<file path="src/rtl/piso_dbuf_shifter_if.sv">
// Load/serial bundle for piso_dbuf_shifter.
//   master: drives load_valid, parallel_in, shift_en; observes the rest.
//   slave : the shifter; returns load_ready, serial_out, serial_valid,
//           first_bit, word_done, busy.
interface piso_dbuf_shifter_if #(
  parameter int unsigned WIDTH = 8
);
  logic             load_valid;
  logic             load_ready;
  logic [WIDTH-1:0] parallel_in;
  logic             shift_en;
  logic             serial_out;
  logic             serial_valid;
  logic             first_bit;
  logic             word_done;
  logic             busy;

  modport master (
    output load_valid, parallel_in, shift_en,
    input  load_ready, serial_out, serial_valid, first_bit, word_done, busy
  );

  modport slave (
    input  load_valid, parallel_in, shift_en,
    output load_ready, serial_out, serial_valid, first_bit, word_done, busy
  );
endinterface

</file>
<file path="src/rtl/piso_dbuf_shifter.sv">
// Double-buffered parallel-in/serial-out shifter.
// A one-word holding buffer (hb) sits in front of the shift register (sr) so a
// new word can be accepted while the current one shifts, giving gapless output.
// Ports:
//   clk  - rising-edge clock
//   rst  - asynchronous active-low reset
//   bus  - slave side of piso_dbuf_shifter_if:
//          load_valid/load_ready/parallel_in : word load handshake
//          shift_en                          : bit-rate strobe
//          serial_out/serial_valid           : serial bit and its qualifier
//          first_bit/word_done               : framing (bit 0 / last bit consumed)
//          busy                              : sr or hb occupied
module piso_dbuf_shifter #(
  parameter int unsigned WIDTH     = 8,
  parameter bit          MSB_FIRST = 1'b1
) (
  input logic                clk,
  input logic                rst,
  piso_dbuf_shifter_if.slave bus
);

  localparam int unsigned CntW = $clog2(WIDTH);
  localparam logic [CntW-1:0] CntLast = CntW'(WIDTH - 1);

  typedef enum logic {StIdle, StShift} state_e;

  state_e           state_q, state_d;
  logic [WIDTH-1:0] sr_q, sr_d;
  logic [WIDTH-1:0] hb_q, hb_d;
  logic             hb_full_q, hb_full_d;
  logic [CntW-1:0]  cnt_q, cnt_d;
  logic             word_done_q, word_done_d;

  logic             accept;
  logic [WIDTH-1:0] sr_shifted;

  // load_ready depends only on registered state, so accept can never coincide
  // with hb draining (drain needs hb_full = 1, accept needs hb_full = 0).
  assign bus.load_ready = rst & ~hb_full_q;
  assign accept         = bus.load_valid & bus.load_ready;

  assign sr_shifted = MSB_FIRST ? {sr_q[WIDTH-2:0], 1'b0} : {1'b0, sr_q[WIDTH-1:1]};

  always_comb begin
    state_d     = state_q;
    sr_d        = sr_q;
    hb_d        = hb_q;
    hb_full_d   = hb_full_q;
    cnt_d       = cnt_q;
    word_done_d = 1'b0;

    if (accept) begin
      hb_d      = bus.parallel_in;
      hb_full_d = 1'b1;
    end

    unique case (state_q)
      StIdle: begin
        if (hb_full_q) begin
          sr_d      = hb_q;
          hb_full_d = 1'b0;
          cnt_d     = '0;
          state_d   = StShift;
        end
      end
      StShift: begin
        if (bus.shift_en) begin
          if (cnt_q != CntLast) begin
            sr_d  = sr_shifted;
            cnt_d = cnt_q + 1'b1;
          end else begin
            word_done_d = 1'b1;
            if (hb_full_q) begin
              // Reload straight from hb: next word's bit 0 follows with no gap.
              sr_d      = hb_q;
              hb_full_d = 1'b0;
              cnt_d     = '0;
            end else begin
              sr_d    = sr_shifted;
              cnt_d   = '0;
              state_d = StIdle;
            end
          end
        end
      end
      default: state_d = StIdle;
    endcase
  end

  always_ff @(posedge clk or negedge rst) begin
    if (!rst) begin
      state_q     <= StIdle;
      sr_q        <= '0;
      hb_q        <= '0;
      hb_full_q   <= 1'b0;
      cnt_q       <= '0;
      word_done_q <= 1'b0;
    end else begin
      state_q     <= state_d;
      sr_q        <= sr_d;
      hb_q        <= hb_d;
      hb_full_q   <= hb_full_d;
      cnt_q       <= cnt_d;
      word_done_q <= word_done_d;
    end
  end

  assign bus.serial_valid = (state_q == StShift);
  assign bus.serial_out   = bus.serial_valid & (MSB_FIRST ? sr_q[WIDTH-1] : sr_q[0]);
  assign bus.first_bit    = bus.serial_valid & (cnt_q == '0);
  assign bus.word_done    = word_done_q;
  assign bus.busy         = bus.serial_valid | hb_full_q;

endmodule

</file>
<file path="src/flat_wrapper.sv">
// flat-port wrapper written by rule: the top's interface ports become plain ports
module piso_dbuf_shifter_flat 
#(
  parameter int unsigned WIDTH     = 8,
  parameter bit          MSB_FIRST = 1'b1
)
  (clk, rst, bus_load_valid, bus_parallel_in, bus_shift_en, bus_load_ready, bus_serial_out, bus_serial_valid, bus_first_bit, bus_word_done, bus_busy);
  piso_dbuf_shifter_if #(.WIDTH(WIDTH)) bus_i ();
  input logic clk;
  input logic rst;
  input wire logic [$bits(bus_i.load_valid)-1:0] bus_load_valid;
  input wire logic [$bits(bus_i.parallel_in)-1:0] bus_parallel_in;
  input wire logic [$bits(bus_i.shift_en)-1:0] bus_shift_en;
  output wire logic [$bits(bus_i.load_ready)-1:0] bus_load_ready;
  output wire logic [$bits(bus_i.serial_out)-1:0] bus_serial_out;
  output wire logic [$bits(bus_i.serial_valid)-1:0] bus_serial_valid;
  output wire logic [$bits(bus_i.first_bit)-1:0] bus_first_bit;
  output wire logic [$bits(bus_i.word_done)-1:0] bus_word_done;
  output wire logic [$bits(bus_i.busy)-1:0] bus_busy;
  assign bus_i.load_valid = bus_load_valid;
  assign bus_i.parallel_in = bus_parallel_in;
  assign bus_i.shift_en = bus_shift_en;
  assign bus_load_ready = bus_i.load_ready;
  assign bus_serial_out = bus_i.serial_out;
  assign bus_serial_valid = bus_i.serial_valid;
  assign bus_first_bit = bus_i.first_bit;
  assign bus_word_done = bus_i.word_done;
  assign bus_busy = bus_i.busy;
  piso_dbuf_shifter #(.WIDTH(WIDTH), .MSB_FIRST(MSB_FIRST)) u_core (.clk(clk), .rst(rst), .bus(bus_i));
endmodule
</file>
<file path="config.mk">
export PLATFORM = sky130hd
export DESIGN_NAME = piso_dbuf_shifter_flat
export DESIGN_NICKNAME = d
export VERILOG_FILES = /design/src/rtl/piso_dbuf_shifter_if.sv /design/src/rtl/piso_dbuf_shifter.sv /design/src/flat_wrapper.sv
export SDC_FILE = /design/constraint.sdc
export NUM_CORES = 1
export LEC_CHECK = 0
export BUFFER_PORTS_ARGS = -buffer_cell sky130_fd_sc_hd__buf_2
export CAP_MARGIN = 10
export CORE_MARGIN = 2
export CORE_UTILIZATION = 50
export DETAILED_ROUTE_END_ITERATION = 10
export HOLD_SLACK_MARGIN = 0.1
export PLACE_DENSITY = 0.73
export RECOVER_POWER = 25
export SYNTH_ARGS = -nofsm -noshare
export SYNTH_HDL_FRONTEND = slang
export SYNTH_SLANG_ARGS = --single-unit
</file>
<file path="constraint.sdc">
create_clock -name clk -period 3.5 [get_ports clk]
set_input_delay 0.175 -clock clk [delete_from_list [all_inputs] [get_ports clk]]
set_output_delay 0.175 -clock clk [all_outputs]
set_load 0.1 [all_outputs]
</file>
# ---- Yosys cells after proc, flatten, opt, wreduce, memory -nomap -nowiden
# Cells that the tools add are included.
dict set report word_totals {
  register_bits 22
  inputBits 12
  out_inout_bits 6
  word_cells 40
}
dict set report op_classes {
  n_addsub 1
  eq_ne 3
  n_mux 21
  n_bitwise 7
  n_reduce_logical 2
}
# op n
set op_table {}
lappend op_table {{2-to-1 mux 8 bit} 4}
lappend op_table {{case mux 8 bit (2 select lines)} 1}
lappend op_table {{2-to-1 mux 1 bit} 10}
lappend op_table {{2-to-1 mux 3 bit} 3}
lappend op_table {{case mux 3 bit (2 select lines)} 1}
lappend op_table {{AND 1 bit} 4}
lappend op_table {{case mux 1 bit (2 select lines)} 2}
lappend op_table {{adder 3 x 1 -> 3 bit (second input constant)} 1}
lappend op_table {{logical NOT 3 bit} 1}
lappend op_table {{inequality test 3 bit (second input constant)} 1}
lappend op_table {{inequality test 2 x 1 -> 1 bit (second input constant)} 1}
lappend op_table {{inequality test 2 bit (second input constant)} 1}
lappend op_table {{NOT 1 bit} 2}
lappend op_table {{AND reduction 2 bit} 1}
lappend op_table {{OR 1 bit} 1}

# ---- Logic depth before layout (Yosys ltp)
dict set report depth {
  word_depth 8
  depth_mapped 6
  ltp_nobuf 5
}

# ---- Worst setup path before layout
# No wires, ideal clock.
dict set report synth_timing {
  path_type {register -> output}
  from {register u_core.state_q, in the netlist u_core.bus.serial_valid}
  to {output port bus_first_bit}
  arrival_time_ns 2.046
  t_required_ns 3.325
  setup_slack_ns 1.279
  path_stages_with_launch 3
  n_path_buf 1
  cell_sequence {dfrtp_1 -> buf_2 -> and3_1}
}
dict set report synth_between {
  elab_chain_len 1
}
# element line_no
set synth_lines {}
lappend synth_lines {{from (decl)} piso_dbuf_shifter.sv:27} ;# state_e state_q, state_d;
lappend synth_lines {{from (signal assigned)} piso_dbuf_shifter.sv:92} ;# state_q <= StIdle;
lappend synth_lines {{from (signal assigned)} piso_dbuf_shifter.sv:99} ;# state_q <= state_d;
lappend synth_lines {{AND 1 bit} piso_dbuf_shifter.sv:110} ;# assign bus.first_bit = bus.serial_valid & (cnt_q == '0);
lappend synth_lines {{to (decl)} flat_wrapper.sv:17} ;# output wire logic [$bits(bus_i.first_bit)-1:0] bus_first_bit;
# Every way passes these cells.

# ---- Final worst setup path
dict set report layout_timing {
  from {input port rst}
  to {output port bus_load_ready}
}
dict set report layout_between {
  elab_chain_len 1
}
# element line_no
set layout_lines {}
lappend layout_lines {{from (decl)} flat_wrapper.sv:10} ;# input logic rst;
lappend layout_lines {{AND 1 bit} piso_dbuf_shifter.sv:39} ;# assign bus.load_ready = rst & ~hb_full_q;
lappend layout_lines {{to (decl)} flat_wrapper.sv:14} ;# output wire logic [$bits(bus_i.load_ready)-1:0] bus_load_ready;
# Every way passes these cells.

==> run summary <==
1st-pass router iterations: 4
Status: finished, final reports clean
Synth Area per Inst: 12.0 um^2
Worst hold path class: in2reg
Vias per cell: 5.02
Critical path data required time: 3.32 ns
Fraction of layout cells with a size suffix above 1: 0.313
Synth top area share: 0.539
Yosys warnings: 0
Starting Density: 0.526
Routed length per instance: 12.0 um
HPWL Detailed: 1140 um
GPL Wtd Cong: 0.738
Final net count: 129
Die Wd: 49.2 um
Post-synthesis cell type count: 25
DRC: 0
Cells after synthesis: 85
Reg2reg start: u_core.cnt_q[0]
Startpoint type of the worst setup path: input pin
RSZ-0062 raised after global routing: no
Layout Utilization: 0.648
Worst-Margin Slew: 0.854 ns
Syn-to-layout area delta: 23.3%
Ports: 18
Final setup fails: 0
Fin. max-slew vios: 0
Sink Count: 22
Largest net degree at the start of global routing: 24
Vias post-DR: 698
First-pass GRT wire length: 2890 um
Pwr dens: 825 nW/um^2
Hold slack: 0.170 ns
Row count: 16
Number of port buffers: 17
Leakage dissipation: 0.636 nW
Mapped Nets: 101
Post-Route Setup TNS: 0 ns
Crit-path max FO: 23
Crit Path Class: in2out
Critical Path Sink Type: primary output
Root Buffer: clkbuf_4
Post-Syn Area: 1020 um^2
Fmax: 480 MHz
N_diodes: 0
MaxCap Viol Count: 0
Resized cells post-CTS: 0
Final worst path period need: 2.08 ns
H-tree levels: 1
Area leader, netlist: dfrtp_1
Arrival @ worst endpoint: 1.91 ns
Clock latency on the worst-skew pair: 0.30 ns
Starting DRT DRC Count: 21
Die area: 2420 um^2
Routed Wire Length: 1670 um
Vias in the first global route: 698
Clk pin slew, worst setup/hold paths: 0.11 ns
CTS Buf Count: 3
CTS tree: yes
Tcrit/Tclk final: 0.595
ANT nets after route: 0
Initial antenna violation count: 0
GRT Total Usage: 0.158
Total power: 1.04 mW
Slew Limit Headroom: 0.429
Filler cells: 162
Placeable core region: 1940 um^2
GRT overflow: 0
Clk buf depth: 2
Synth top area cells: dfrtp_1 (54%), mux2_2 (9.9%), mux2i_1 (7.8%)
Yosys reg bits: 22
Critical path origin: rst
Clock Skew: 0.00684 ns
Hold_sp: bus_load_valid
Worst vdd ir: 0.000500 V
Die height: 49.2 um
Final hold violation count: 0
Sequential share of the synthesized area: 0.539
## power by group
group | leakage [nW] | internal (mW) | switching, mW
combinational | 0.353 | 0.157 | 0.253
sequential | 0.255 | 0.362 | 0.0765
clock | 0.0279 | 0.116 | 0.0740
total | 0.636 | 0.635 | 0.403
## metal layers
metal | track usage | routed length, um | part of all wire
met1 | 0.198 | 763 | 0.46
met2 | 0.266 | 856 | 0.51
met3 | 0.0368 | 54 | 0.032
met4 | 0.0571 | 0 | 0
met5 | 0 | 0 | 0
## layout by cell type (no fill, tap or decap), drive strengths merged
cell type / n
and3: 2
dfrtp: 22
dlygate4sd3: 9
o21ai: 3
nand3b: 1
nor2: 8
nand3: 2
buf: 17
nand2: 4
bufinv: 1
ha: 4
nand4: 1
and2: 1
a21boi: 2
mux2i: 8
inv: 3
or2: 2
mux2: 10
clkbuf: 3
a21oi: 7
o211ai: 1
nor2b: 1
## cells by family after synthesis
| group | count (synthesis) | synth area share |
|---|---|---|
| AO/OA/AOI/OAI | 13 | 0.0711 |
| adder cells (fa/ha/maj) | 4 | 0.0490 |
| buffers and inverters | 6 | 0.0343 |
| flip-flops | 22 | 0.539 |
| AND/OR/NAND/NOR | 22 | 0.114 |
| multiplexers | 18 | 0.192 |
## critical path, cell delays in order
cell           delay [ns]
dlygate4sd3_1        0.52
buf_2                0.43
nor2b_2              0.32
buf_2                0.47
## what timing repair did
| item | 4_1_cts | 5_1_grt |
|---|---|---|
| buffers inserted | 0 | 0 |
| endpoints found under the hold margin | 30 | 0 |
| hold buffers | 9 | 0 |
## area by class of cell
| type | count | area, um^2 | share of cell area |
|---|---|---|---|
| Multi-Input combinational cell | 57 | 435 | 0.346 |
| Sequential cell | 22 | 551 | 0.437 |
| Clock buffer | 3 | 22.5 | 0.0179 |
| Inverter | 3 | 11.3 | 0.00895 |
| Tap cell | 27 | 33.8 | 0.0268 |
| Timing Repair Buffer | 26 | 175 | 0.139 |
| Clock inverter | 1 | 30.0 | 0.0239 |
## cells in the mapped netlist
master / instances
dfrtp_1: 22
mux2_2: 9
mux2i_1: 8
nor2_1: 8
a21oi_1: 7
ha_1: 4
inv_1: 3
nand2_1: 3
and3_1: 2
nand3_1: 2
o21ai_1: 2
or2_2: 2
a21boi_0: 1
a21boi_1: 1
and2_1: 1
buf_2: 1
buf_4: 1
buf_6: 1
mux2_4: 1
nand2_4: 1
nand3b_1: 1
nand4_1: 1
nor2b_2: 1
o211ai_1: 1
o21ai_0: 1
## metrics by stage
step                      cell area (um^2)  worst slack (ns)  std cells
after floorplan                       1020              1.28         85
after global placement                1120              1.61        126
after detailed placement              1120              1.49        126
after CTS                             1260              1.43        139
after global routing                  1260              1.28        139
final                                 1260              1.42        139
## flip-flops by register name, indices dropped and copies added, names as in the netlist
name,count
u_core.bus.word_done,1
u_core.hb_q,8
u_core.sr_q,8
u_core.cnt_q,3
u_core.hb_full_q,1
u_core.bus.serial_valid,1
## worst paths after layout
check,slack (ns),to,depth (start not counted)
worst max-delay path,1.42,bus_load_ready,4
worst min register to register,0.53,u_core.hb_q[6],1
max in group asynchronous,2.81,u_core.cnt_q[0],2
worst max register to register,1.51,u_core.sr_q[4],5
worst min-delay path,0.17,u_core.hb_full_q,3
min in group asynchronous,0.35,u_core.sr_q[2],2
(Power assumes the default switching activity.)
